--- src/rtl/mem_port_arbiter_pkg.sv ---
// Shared types and default sizes for the fetch / load-store memory port arbiter.
package mem_arb_pkg;

  localparam int ADDR_W_DEF     = 32;
  localparam int DATA_W_DEF     = 32;
  localparam int MEM_LAT_DEF    = 2;
  localparam int STARVE_MAX_DEF = 4;

  typedef logic [1:0] state_t;
  localparam state_t IDLE  = 2'd0;
  localparam state_t ISSUE = 2'd1;
  localparam state_t WAIT  = 2'd2;
  localparam state_t DONE  = 2'd3;

  typedef enum logic {
    OWN_IF = 1'b0,
    OWN_D  = 1'b1
  } owner_t;

endpackage

--- src/rtl/mem_port_arbiter_if.sv ---
// Bundles the IF port, D port, memory port and stall outputs of the arbiter.
interface mem_port_arbiter_if
  import mem_arb_pkg::*;
#(
  parameter int ADDR_W = ADDR_W_DEF,
  parameter int DATA_W = DATA_W_DEF
);

  logic              if_req;
  logic [ADDR_W-1:0] if_addr;
  logic [DATA_W-1:0] if_rdata;
  logic              if_ack;

  logic              d_req;
  logic              d_we;
  logic [ADDR_W-1:0] d_addr;
  logic [DATA_W-1:0] d_wdata;
  logic [DATA_W-1:0] d_rdata;
  logic              d_ack;

  logic              mem_en;
  logic              mem_we;
  logic [ADDR_W-1:0] mem_addr;
  logic [DATA_W-1:0] mem_wdata;
  logic [DATA_W-1:0] mem_rdata;

  logic              stall_if;
  logic              stall_mem;

  // The arbiter is the slave; the pipeline stages plus memory form the master side.
  modport slave (
    input  if_req, if_addr, d_req, d_we, d_addr, d_wdata, mem_rdata,
    output if_rdata, if_ack, d_rdata, d_ack,
    output mem_en, mem_we, mem_addr, mem_wdata, stall_if, stall_mem
  );

  modport master (
    output if_req, if_addr, d_req, d_we, d_addr, d_wdata, mem_rdata,
    input  if_rdata, if_ack, d_rdata, d_ack,
    input  mem_en, mem_we, mem_addr, mem_wdata, stall_if, stall_mem
  );

endinterface

--- src/rtl/mem_port_arbiter_pick.sv ---
// Combinational grant decision: D has priority unless IF has been starved STARVE_MAX times.
module arb_pick
  import mem_arb_pkg::*;
#(
  parameter int STARVE_MAX = STARVE_MAX_DEF,
  parameter int CNT_W      = 3
) (
  input  logic             ifReq,
  input  logic             dReq,
  input  logic [CNT_W-1:0] starveCnt,
  output logic             grantValid,
  output owner_t           grantOwner
);

  always_comb begin
    grantValid = ifReq | dReq;
    grantOwner = OWN_D;
    if (ifReq && (!dReq || (starveCnt == CNT_W'(STARVE_MAX)))) begin
      grantOwner = OWN_IF;
    end
  end

endmodule

--- src/rtl/mem_port_arbiter.sv ---
// Shares one fixed-latency single-port memory between fetch (IF) and load/store (D).
// Defining ARB_PERF_CNT_EN adds the perf_if_wait / perf_d_wait stall-cycle counters.
module mem_port_arbiter
  import mem_arb_pkg::*;
#(
  parameter int ADDR_W     = ADDR_W_DEF,
  parameter int DATA_W     = DATA_W_DEF,
  parameter int MEM_LAT    = MEM_LAT_DEF,
  parameter int STARVE_MAX = STARVE_MAX_DEF
) (
  input  logic              clk,
  input  logic              rst,
  mem_port_arbiter_if.slave bus
`ifdef ARB_PERF_CNT_EN
  ,
  output logic [31:0]       perf_if_wait,
  output logic [31:0]       perf_d_wait
`endif
);

  localparam int CNT_W = $clog2(STARVE_MAX + 1);
  localparam int LAT_W = (MEM_LAT > 1) ? $clog2(MEM_LAT) : 1;

  state_t            state;
  owner_t            owner;
  logic [LAT_W-1:0]  latCnt;
  logic [CNT_W-1:0]  starveCnt;
  logic              memEn;
  logic              memWe;
  logic [ADDR_W-1:0] memAddr;
  logic [DATA_W-1:0] memWdata;
  logic [DATA_W-1:0] ifRdata;
  logic [DATA_W-1:0] dRdata;
  logic              ifAck;
  logic              dAck;
  logic              isStore;
  logic              grantValid;
  owner_t            grantOwner;
  logic              stallIf;
  logic              stallMem;

  arb_pick #(
    .STARVE_MAX (STARVE_MAX),
    .CNT_W      (CNT_W)
  ) uPick (
    .ifReq      (bus.if_req),
    .dReq       (bus.d_req),
    .starveCnt  (starveCnt),
    .grantValid (grantValid),
    .grantOwner (grantOwner)
  );

  // mem_en and the acks are registered pulses, so each is high for exactly one FSM state.
  always_ff @(posedge clk) begin
    if (rst) begin
      state    <= IDLE;
      owner    <= OWN_IF;
      latCnt   <= '0;
      memEn    <= 1'b0;
      memWe    <= 1'b0;
      memAddr  <= '0;
      memWdata <= '0;
      ifRdata  <= '0;
      dRdata   <= '0;
      ifAck    <= 1'b0;
      dAck     <= 1'b0;
      isStore  <= 1'b0;
    end else begin
      memEn <= 1'b0;
      memWe <= 1'b0;
      ifAck <= 1'b0;
      dAck  <= 1'b0;
      case (state)
        IDLE: begin
          if (grantValid) begin
            state <= ISSUE;
            owner <= grantOwner;
            memEn <= 1'b1;
            if (grantOwner == OWN_D) begin
              memWe    <= bus.d_we;
              memAddr  <= bus.d_addr;
              memWdata <= bus.d_wdata;
              isStore  <= bus.d_we;
            end else begin
              memAddr  <= bus.if_addr;
              memWdata <= '0;
              isStore  <= 1'b0;
            end
          end
        end
        ISSUE: begin
          latCnt <= LAT_W'(MEM_LAT - 1);
          state  <= WAIT;
        end
        WAIT: begin
          if (latCnt == '0) begin
            state <= DONE;
            if (owner == OWN_IF) begin
              ifRdata <= bus.mem_rdata;
              ifAck   <= 1'b1;
            end else begin
              if (!isStore) dRdata <= bus.mem_rdata;
              dAck <= 1'b1;
            end
          end else begin
            latCnt <= latCnt - LAT_W'(1);
          end
        end
        DONE: state <= IDLE;
        default: state <= IDLE;
      endcase
    end
  end

  // Starvation only accumulates while fetch is actually waiting behind D grants.
  always_ff @(posedge clk) begin
    if (rst) begin
      starveCnt <= '0;
    end else if (!bus.if_req) begin
      starveCnt <= '0;
    end else if ((state == IDLE) && grantValid) begin
      if (grantOwner == OWN_IF) begin
        starveCnt <= '0;
      end else if (starveCnt != CNT_W'(STARVE_MAX)) begin
        starveCnt <= starveCnt + CNT_W'(1);
      end
    end
  end

  assign stallIf  = bus.if_req & ~ifAck;
  assign stallMem = bus.d_req & ~dAck;

  assign bus.if_rdata  = ifRdata;
  assign bus.if_ack    = ifAck;
  assign bus.d_rdata   = dRdata;
  assign bus.d_ack     = dAck;
  assign bus.mem_en    = memEn;
  assign bus.mem_we    = memWe;
  assign bus.mem_addr  = memAddr;
  assign bus.mem_wdata = memWdata;
  assign bus.stall_if  = stallIf;
  assign bus.stall_mem = stallMem;

`ifdef ARB_PERF_CNT_EN
  always_ff @(posedge clk) begin
    if (rst) begin
      perf_if_wait <= '0;
      perf_d_wait  <= '0;
    end else begin
      if (stallIf)  perf_if_wait <= perf_if_wait + 32'd1;
      if (stallMem) perf_d_wait  <= perf_d_wait + 32'd1;
    end
  end
`endif

endmodule

--- src/flat_wrapper.sv ---
// flat-port wrapper written by rule: the top's interface ports become plain ports
module mem_port_arbiter_flat import mem_arb_pkg::*;
#(
  parameter int ADDR_W     = ADDR_W_DEF,
  parameter int DATA_W     = DATA_W_DEF,
  parameter int MEM_LAT    = MEM_LAT_DEF,
  parameter int STARVE_MAX = STARVE_MAX_DEF
)
  (clk, rst, bus_if_req, bus_if_addr, bus_d_req, bus_d_we, bus_d_addr, bus_d_wdata, bus_mem_rdata, bus_if_rdata, bus_if_ack, bus_d_rdata, bus_d_ack, bus_mem_en, bus_mem_we, bus_mem_addr, bus_mem_wdata, bus_stall_if, bus_stall_mem);
  mem_port_arbiter_if #(.ADDR_W(ADDR_W), .DATA_W(DATA_W)) bus_i ();
  input  logic clk;
  input  logic rst;
  input wire logic [$bits(bus_i.if_req)-1:0] bus_if_req;
  input wire logic [$bits(bus_i.if_addr)-1:0] bus_if_addr;
  input wire logic [$bits(bus_i.d_req)-1:0] bus_d_req;
  input wire logic [$bits(bus_i.d_we)-1:0] bus_d_we;
  input wire logic [$bits(bus_i.d_addr)-1:0] bus_d_addr;
  input wire logic [$bits(bus_i.d_wdata)-1:0] bus_d_wdata;
  input wire logic [$bits(bus_i.mem_rdata)-1:0] bus_mem_rdata;
  output wire logic [$bits(bus_i.if_rdata)-1:0] bus_if_rdata;
  output wire logic [$bits(bus_i.if_ack)-1:0] bus_if_ack;
  output wire logic [$bits(bus_i.d_rdata)-1:0] bus_d_rdata;
  output wire logic [$bits(bus_i.d_ack)-1:0] bus_d_ack;
  output wire logic [$bits(bus_i.mem_en)-1:0] bus_mem_en;
  output wire logic [$bits(bus_i.mem_we)-1:0] bus_mem_we;
  output wire logic [$bits(bus_i.mem_addr)-1:0] bus_mem_addr;
  output wire logic [$bits(bus_i.mem_wdata)-1:0] bus_mem_wdata;
  output wire logic [$bits(bus_i.stall_if)-1:0] bus_stall_if;
  output wire logic [$bits(bus_i.stall_mem)-1:0] bus_stall_mem;
  assign bus_i.if_req = bus_if_req;
  assign bus_i.if_addr = bus_if_addr;
  assign bus_i.d_req = bus_d_req;
  assign bus_i.d_we = bus_d_we;
  assign bus_i.d_addr = bus_d_addr;
  assign bus_i.d_wdata = bus_d_wdata;
  assign bus_i.mem_rdata = bus_mem_rdata;
  assign bus_if_rdata = bus_i.if_rdata;
  assign bus_if_ack = bus_i.if_ack;
  assign bus_d_rdata = bus_i.d_rdata;
  assign bus_d_ack = bus_i.d_ack;
  assign bus_mem_en = bus_i.mem_en;
  assign bus_mem_we = bus_i.mem_we;
  assign bus_mem_addr = bus_i.mem_addr;
  assign bus_mem_wdata = bus_i.mem_wdata;
  assign bus_stall_if = bus_i.stall_if;
  assign bus_stall_mem = bus_i.stall_mem;
  mem_port_arbiter #(.ADDR_W(ADDR_W), .DATA_W(DATA_W), .MEM_LAT(MEM_LAT), .STARVE_MAX(STARVE_MAX)) u_core (.clk(clk), .rst(rst), .bus(bus_i));
endmodule
--- config.mk ---
export PLATFORM = sky130hd
export DESIGN_NAME = mem_port_arbiter_flat
export DESIGN_NICKNAME = d
export VERILOG_FILES = /design/src/rtl/mem_port_arbiter_pkg.sv /design/src/rtl/mem_port_arbiter_if.sv /design/src/rtl/mem_port_arbiter_pick.sv /design/src/rtl/mem_port_arbiter.sv /design/src/flat_wrapper.sv
export SDC_FILE = /design/constraint.sdc
export NUM_CORES = 1
export LEC_CHECK = 0
export CORE_MARGIN = 1
export CORE_UTILIZATION = 41
export CTS_BUF_LIST = sky130_fd_sc_hd__clkbuf_8 sky130_fd_sc_hd__clkbuf_16
export DETAILED_ROUTE_END_ITERATION = 8
export GPL_TIMING_DRIVEN = 0
export MAX_ROUTING_LAYER = met4
export PLACE_DENSITY = 0.81
export SLEW_MARGIN = 40
export SYNTH_ARGS = -nofsm -noshare
export SYNTH_HDL_FRONTEND = slang
export SYNTH_SLANG_ARGS = --single-unit
--- constraint.sdc ---
create_clock -name clk -period 1.7 [get_ports clk]
set_input_delay 0.17 -clock clk [delete_from_list [all_inputs] [get_ports clk]]
set_output_delay 0.17 -clock clk [all_outputs]
set_load 0.01 [all_outputs]
==> results of run 1 <==
-- cell families (layout without fill, tap and decap cells) --
group / after synthesis / in the layout / share of synthesized area [%]
AOI/OAI and AO/OA: 209 / 209 / 23.1
adders and majority gates: 5 / 5 / 1.13
buffers and inverters: 73 / 367 / 6.67
DFF: 140 / 140 / 50.5
and+or+nand+nor: 248 / 248 / 18.6
-- routing by layer --
| layer | wire (um) | GRT usage, % | up-vias |
|---|---|---|---|
| li1 | - | - | 2913 |
| met1 | 7840 | 32.3 | 2786 |
| met2 | 8710 | 42.5 | 242 |
| met3 | 1070 | 5.98 | 40 |
| met4 | 540 | 11.9 | 0 |
| met5 | 0 | - | - |
-- report_power, final --
group	leakage (nW)	switching (mW)	internal, mW	total [mW]
combinational	1.75	2.05	2.08	4.13
clock	0.298	1.41	2.37	3.78
sequential	1.14	0.331	3.90	4.23
total	3.19	3.80	8.35	12.1
-- state kept, by name, summed over array words and instances (netlist names), 2 cells and up --
name and flops:
u_core.bus.d_rdata 32, u_core.bus.if_rdata 32, u_core.bus.mem_addr 32, u_core.bus.mem_wdata 32, u_core.starveCnt 3, u_core.state 2
-- worst max-delay path by stage --
| stage | start | endpoint | slack, ns | cells after the start |
|---|---|---|---|---|
| global route | u_core.starveCnt[0]$_SDFFE_PP0P_ | u_core.bus.mem_addr[7]$_SDFFE_PP0P_ | -0.003 | 6 |
| finish | u_core.starveCnt[0]$_SDFFE_PP0P_ | u_core.bus.mem_addr[15]$_SDFFE_PP0P_ | 0.07 | 6 |
| floorplan | u_core.state[0]$_SDFFE_PP0P_ | u_core.bus.if_rdata[10]$_SDFFE_PP0P_ | 0.19 | 7 |
| global placement | bus_if_req | bus_stall_if | -0.62 | 6 |
| CTS | u_core.state[0]$_SDFFE_PP0P_ | u_core.bus.if_rdata[17]$_SDFFE_PP0P_ | 0.004 | 7 |
| detailed placement | bus_if_req | bus_stall_if | -0.66 | 6 |
-- layout by cell type (no fill, tap or decap), types with 2 or more instances in the layout --
| cell | netlist | routed |
|---|---|---|
| o211ai_1 | 33 | 33 |
| o21ai_1 | 5 | 5 |
| a211oi_1 | 2 | 2 |
| clkbuf_4 | 0 | 6 |
| nor2_1 | 38 | 38 |
| o21ai_0 | 29 | 29 |
| ha_2 | 0 | 2 |
| clkinv_2 | 0 | 4 |
| bufinv_16 | 0 | 3 |
| nand2_1 | 164 | 164 |
| ha_1 | 5 | 2 |
| inv_1 | 5 | 5 |
| inv_2 | 1 | 2 |
| buf_1 | 2 | 2 |
| dfxtp_2 | 0 | 2 |
| buf_4 | 4 | 5 |
| clkinvlp_4 | 0 | 3 |
| clkbuf_8 | 0 | 2 |
| clkdlybuf4s50_1 | 0 | 264 |
| buf_2 | 29 | 17 |
| clkbuf_1 | 26 | 21 |
| dfxtp_1 | 140 | 138 |
| a21oi_1 | 102 | 102 |
| a311oi_1 | 32 | 26 |
| buf_6 | 6 | 11 |
| clkbuf_16 | 0 | 17 |
| nand3_1 | 35 | 35 |
| a311oi_2 | 1 | 7 |
-- per-stage QoR --
step / TNS (ns) / power [mW] / hold WS [ns] / area, sq um / setup slack, ns
floorplan: 0 / 6.26 / 0.306 / 5550 / 0.194
global placement: -15.65 / 8.17 / 0.441 / 8430 / -0.616
detailed placement: -18.96 / 8.24 / 0.445 / 8430 / -0.662
CTS: 0 / 12.0 / 0.312 / 9040 / 0.00443
global route: -0.00308 / 12.7 / 0.207 / 9140 / -0.00308
finish: 0 / 12.1 / 0.207 / 9140 / 0.0653
-- area by class of cell --
class,instances,area (sq um),share of cell area [%]
clock inverters,13,149,1.63
multi-input cells,462,2440,26.7
clock buffers,19,453,4.95
flip-flops and latches,140,2810,30.7
inverters,6,25.0,0.274
repair buffers,266,2660,29.1
well taps,176,220,2.41
plain buffers,63,383,4.19
-- cells in the mapped netlist (2+ instances only) --
master      n
a311oi_1   32
clkbuf_1   26
buf_1       2
dfxtp_1   140
o21ai_0    29
a211oi_1    2
nor2_1     38
buf_4       4
buf_2      29
a21oi_1   102
ha_1        5
inv_1       5
o21ai_1     5
o211ai_1   33
buf_6       6
nand2_1   164
nand3_1    35
-- worst max-delay path, cell delays in order (launching register included) --
cell and delay (ns):
dfxtp_1 0.36, inv_1 0.08, ha_2 0.22, a21boi_4 0.25, clkbuf_4 0.25, o21ai_0 0.10, a311oi_1 0.28
-- what timing repair did --
| item | in CTS | in global routing |
|---|---|---|
| pin swaps | 0 | 2 |
| gates resized for setup | 7 | 36 |
| endpoints found under the setup margin | 62 | 107 |
| cloned | 0 | 0 |
| buffers inserted | 0 | 0 |
==> results.json, run 1 <==
{
  "grt_pass1_wl_um": 28800,
  "ant_nets": 0,
  "r2r_start": "u_core.starveCnt[0]$_SDFFE_PP0P_",
  "placed_cells": 1117,
  "p_leak_nw": 3.19,
  "maxSlewViolCount": 0,
  "clk_latency_ns": 0.42,
  "fin_cells": 1145,
  "crit_type": "reg2reg",
  "grt_start_max_net_pins": 17,
  "min_from": "bus_d_req",
  "synth_ff_type": "dfxtp_1",
  "syn_to_final_growth_pct": 64.7,
  "dr.first_iter.drc_count": 490,
  "worst_pin_slew_ns": 0.574,
  "regToRegEndpoint": "u_core.bus.mem_addr[15]$_SDFFE_PP0P_",
  "status": "finished, final reports clean",
  "ys_ff_latch": 140,
  "dr.pass1.iters": 5,
  "critPathLaunchType": "flop",
  "antenna_cells": 0,
  "routed_via_density": 5.22,
  "worst_clock_skew_ns": 0.0107,
  "num_rows": 42,
  "hold_buffers": 0,
  "boundaryPins": 267,
  "avgSynthCellArea_sq_um": 8.22,
  "hold_class": "in2reg",
  "first_global_vias": 5703,
  "synthArstFlopShare_pct": 0,
  "min_delay_worst_endpoint": "u_core.starveCnt[2]$_SDFFE_PP0P_",
  "worstPathRequired_ns": 2.02,
  "ys_seq_area_share_pct": 50.5,
  "route.vias.total": 5981,
  "routed_wl_um": 18200,
  "final_util_pct": 69.0,
  "cts-root-buf": "clkbuf_16",
  "cts_tree": "yes",
  "fin_crit_ns": 1.63,
  "dp_hpwl_um": 13200,
  "gp_congestion": 0.847,
  "synth_enable_flop_cells": 0,
  "synthDistinctLibCells": 35,
  "fill_cells": 1121,
  "drt_drc_violations_left": 0,
  "drive_gt1_share_pct": 9.39,
  "die_h_um": 118,
  "yosysTopAreaCell": "dfxtp_1",
  "critPathCaptureType": "flop",
  "powerDensity_nw_per_um2": 1330,
  "syn_inst": 675,
  "yosysWarnings": 0,
  "grtUsageTotal_pct": 26.7,
  "syn_area_sq_um": 5550,
  "r2r_setup_slack_ns": 0.07,
  "vdd_drop_max_uv": 779,
  "initial_utilization_pct": 41.9,
  "synthesis.nets": 813,
  "worst_r2r_path_depth": 6,
  "period_share_pct": 96.2,
  "maxCapViolations": 0,
  "fmax_ghz": 0.612,
  "die_x_um": 118,
  "clock_path_buffers": 2,
  "grt_overflow": 0,
  "cp.arrival_ns": 1.96,
  "setup_viol": 0,
  "fin_nets": 1094,
  "dieArea_sq_um": 14000,
  "crit_fanout": 10,
  "maxSlewHeadroom_pct": 61.8,
  "cts_buffers": 17,
  "antenna_found_initial": 0,
  "io_buffers": 266,
  "clkTransAtPathRegs_ns": 0.06,
  "core_sq_um": 13200,
  "avgRoutedWirePerCell_um": 15.9,
  "synthTopCellsByArea": "dfxtp_1 50%, nand2_1 11%, a21oi_1 9.2%",
  "timing_hold_violations_final": 0,
  "clock_sinks": 140,
  "synth_top_area_share_pct": 50.5,
  "h-tree-depth": 4,
  "hold_path_depth": 3
}
(Power assumes the default switching activity.)
==> inputs of run 2 (changes only) <==
--- a/config.mk
+++ b/config.mk
@@ -5,7 +5,7 @@
 export SDC_FILE = /design/constraint.sdc
 export NUM_CORES = 1
 export LEC_CHECK = 0
-export CORE_MARGIN = 1
+export CORE_MARGIN = 2
 export CORE_UTILIZATION = 41
 export CTS_BUF_LIST = sky130_fd_sc_hd__clkbuf_8 sky130_fd_sc_hd__clkbuf_16
 export DETAILED_ROUTE_END_ITERATION = 8
==> results.json, run 2 (synthesized netlist as in run 1, its figures left out) <==
{
  "dr_wl_met2_um": 9280,
  "r2r_start": "u_core.starveCnt[0]$_SDFFE_PP0P_",
  "cts-root-buf": "clkbuf_16",
  "die_h_um": 120,
  "setup_viol": 0,
  "regArea_sq_um": 2810,
  "clk_latency_ns": 0.42,
  "top_layer_used": "met4",
  "fin_setup_tns_ns": 0,
  "crit_fanout": 10,
  "final_util_pct": 69.9,
  "grt_overflow": 0,
  "fill_cells": 1080,
  "route.vias.total": 6058,
  "r2r_setup_slack_ns": 0.03,
  "core_sq_um": 13200,
  "antenna_cells": 0,
  "dr.first_iter.drc_count": 323,
  "grt_start_max_net_pins": 17,
  "first_global_vias": 5754,
  "powerDensity_nw_per_um2": 1390,
  "finalWorstSetupSlack_ns": 0.0297,
  "cts_tree": "yes",
  "ant_nets": 0,
  "worstPathRequired_ns": 2.02,
  "critPathCaptureType": "flop",
  "crit_type": "reg2reg",
  "critPathLaunchType": "flop",
  "clkTransAtPathRegs_ns": 0.06,
  "final_common_cell": "clkdlybuf4s50_1",
  "die_x_um": 120,
  "dp_hpwl_um": 13700,
  "hold_buffers": 0,
  "antenna_found_initial": 0,
  "avgRoutedWirePerCell_um": 16.6,
  "status": "finished, final reports clean",
  "maxSlewViolCount": 0,
  "power.total_mw": 12.9,
  "clock_path_buffers": 2,
  "h-tree-depth": 4,
  "routed_wl_um": 19000,
  "dieArea_sq_um": 14500,
  "period_share_pct": 98.3,
  "worst_pin_slew_ns": 0.601,
  "hold_class": "in2reg",
  "gp_congestion": 0.841,
  "num_rows": 42,
  "fin_hold_ws_ns": 0.192,
  "fin_crit_ns": 1.67,
  "fmax_ghz": 0.599,
  "cp.arrival_ns": 1.99,
  "p_leak_nw": 3.25,
  "clock_sinks": 140,
  "grt_pass1_wl_um": 29300,
  "grtUsageTotal_pct": 26.3,
  "initial_utilization_pct": 41.9,
  "routed_via_density": 5.28,
  "pre_cts_ws_ns": -0.622,
  "wl_met3_um": 1200,
  "drt_drc_violations_left": 0,
  "cts_buffers": 17,
  "boundaryPins": 267,
  "syn_to_final_growth_pct": 66.9,
  "maxSlewHeadroom_pct": 59.9,
  "min_from": "bus_d_req",
  "timing_hold_violations_final": 0,
  "io_buffers": 266,
  "multiInputGateArea_sq_um": 2430,
  "vdd_drop_max_uv": 625,
  "dr.pass1.iters": 5,
  "maxCapViolations": 0,
  "drive_gt1_share_pct": 9.16,
  "wl_met1_um": 8040,
  "fin_nets": 1097,
  "worst_clock_skew_ns": 0.00735,
  "cp-startpoint": "u_core.starveCnt[0]$_SDFFE_PP0P_",
  "layout_common_cells": "264 x clkdlybuf4s50_1, 164 x nand2_1, 138 x dfxtp_1, 102 x a21oi_1, 38 x nor2_1"
}
run 2: changes by cell type in the layout (fill, tap and decap cells not counted), sizes merged:
cell and change:
bufinv +4, clkinvlp -2, clkbuf +2, inv -1, buf +3, clkinv -3
run 2: where the power goes:
group	switching (mW)	leakage [nW]	internal, mW
clock	1.43	0.351	3.05
sequential	0.326	1.14	3.90
combinational	2.07	1.76	2.09
total	3.83	3.25	9.05
run 2: per-stage QoR:
stage	instance area, sq um	cells
finish	9260	1148
global route	9260	1148
CTS	9160	1148
detailed placement	8430	1117
global placement	8430	1117
floorplan	5550	675
run 2: critical path, stage by stage, from the launching register on:
cell and delay, ns:
dfxtp_1 0.36, inv_1 0.07, ha_2 0.21, a21boi_4 0.25, buf_4 0.22, o21ai_0 0.14, a311oi_2 0.31
run 2: layout make-up:
cell class | count | share of cell area (%)
buffer | 65 | 4.31
clock buffer | 21 | 5.19
clock inverter | 11 | 2.54
inverter | 6 | 0.243
multi-input combinational | 462 | 26.2
sequential | 140 | 30.3
tap | 176 | 2.38
timing repair buffer | 267 | 28.8
run 2: final timing paths:
path	cells past startpoint	end
max	6	u_core.bus.mem_addr[16]$_SDFFE_PP0P_
min	3	u_core.starveCnt[2]$_SDFFE_PP0P_
max reg2reg	6	u_core.bus.mem_addr[16]$_SDFFE_PP0P_
min reg2reg	2	u_core.bus.if_rdata[30]$_SDFFE_PP0P_
run 2: what timing repair did:
item                       CTS  global route
pin swaps                    0             2
gates resized for setup      9            33
setup endpoints to repair   51           119
buffers inserted             0             1
run 2: per-layer routing:
layer	global-route usage, %	vias up
li1	-	2913
met1	31.9	2859
met2	42.8	247
met3	5.85	39
met4	10.4	0
met5	-	-
==> inputs of run 3 (changes only) <==
--- a/config.mk
+++ b/config.mk
@@ -8,6 +8,7 @@
 export CORE_MARGIN = 2
 export CORE_UTILIZATION = 41
 export CTS_BUF_LIST = sky130_fd_sc_hd__clkbuf_8 sky130_fd_sc_hd__clkbuf_16
+export CTS_CLUSTER_DIAMETER = 120
 export DETAILED_ROUTE_END_ITERATION = 8
 export GPL_TIMING_DRIVEN = 0
 export MAX_ROUTING_LAYER = met4
==> results of run 3 <==
Final layout, timing and power as in run 2 (identical DEF).
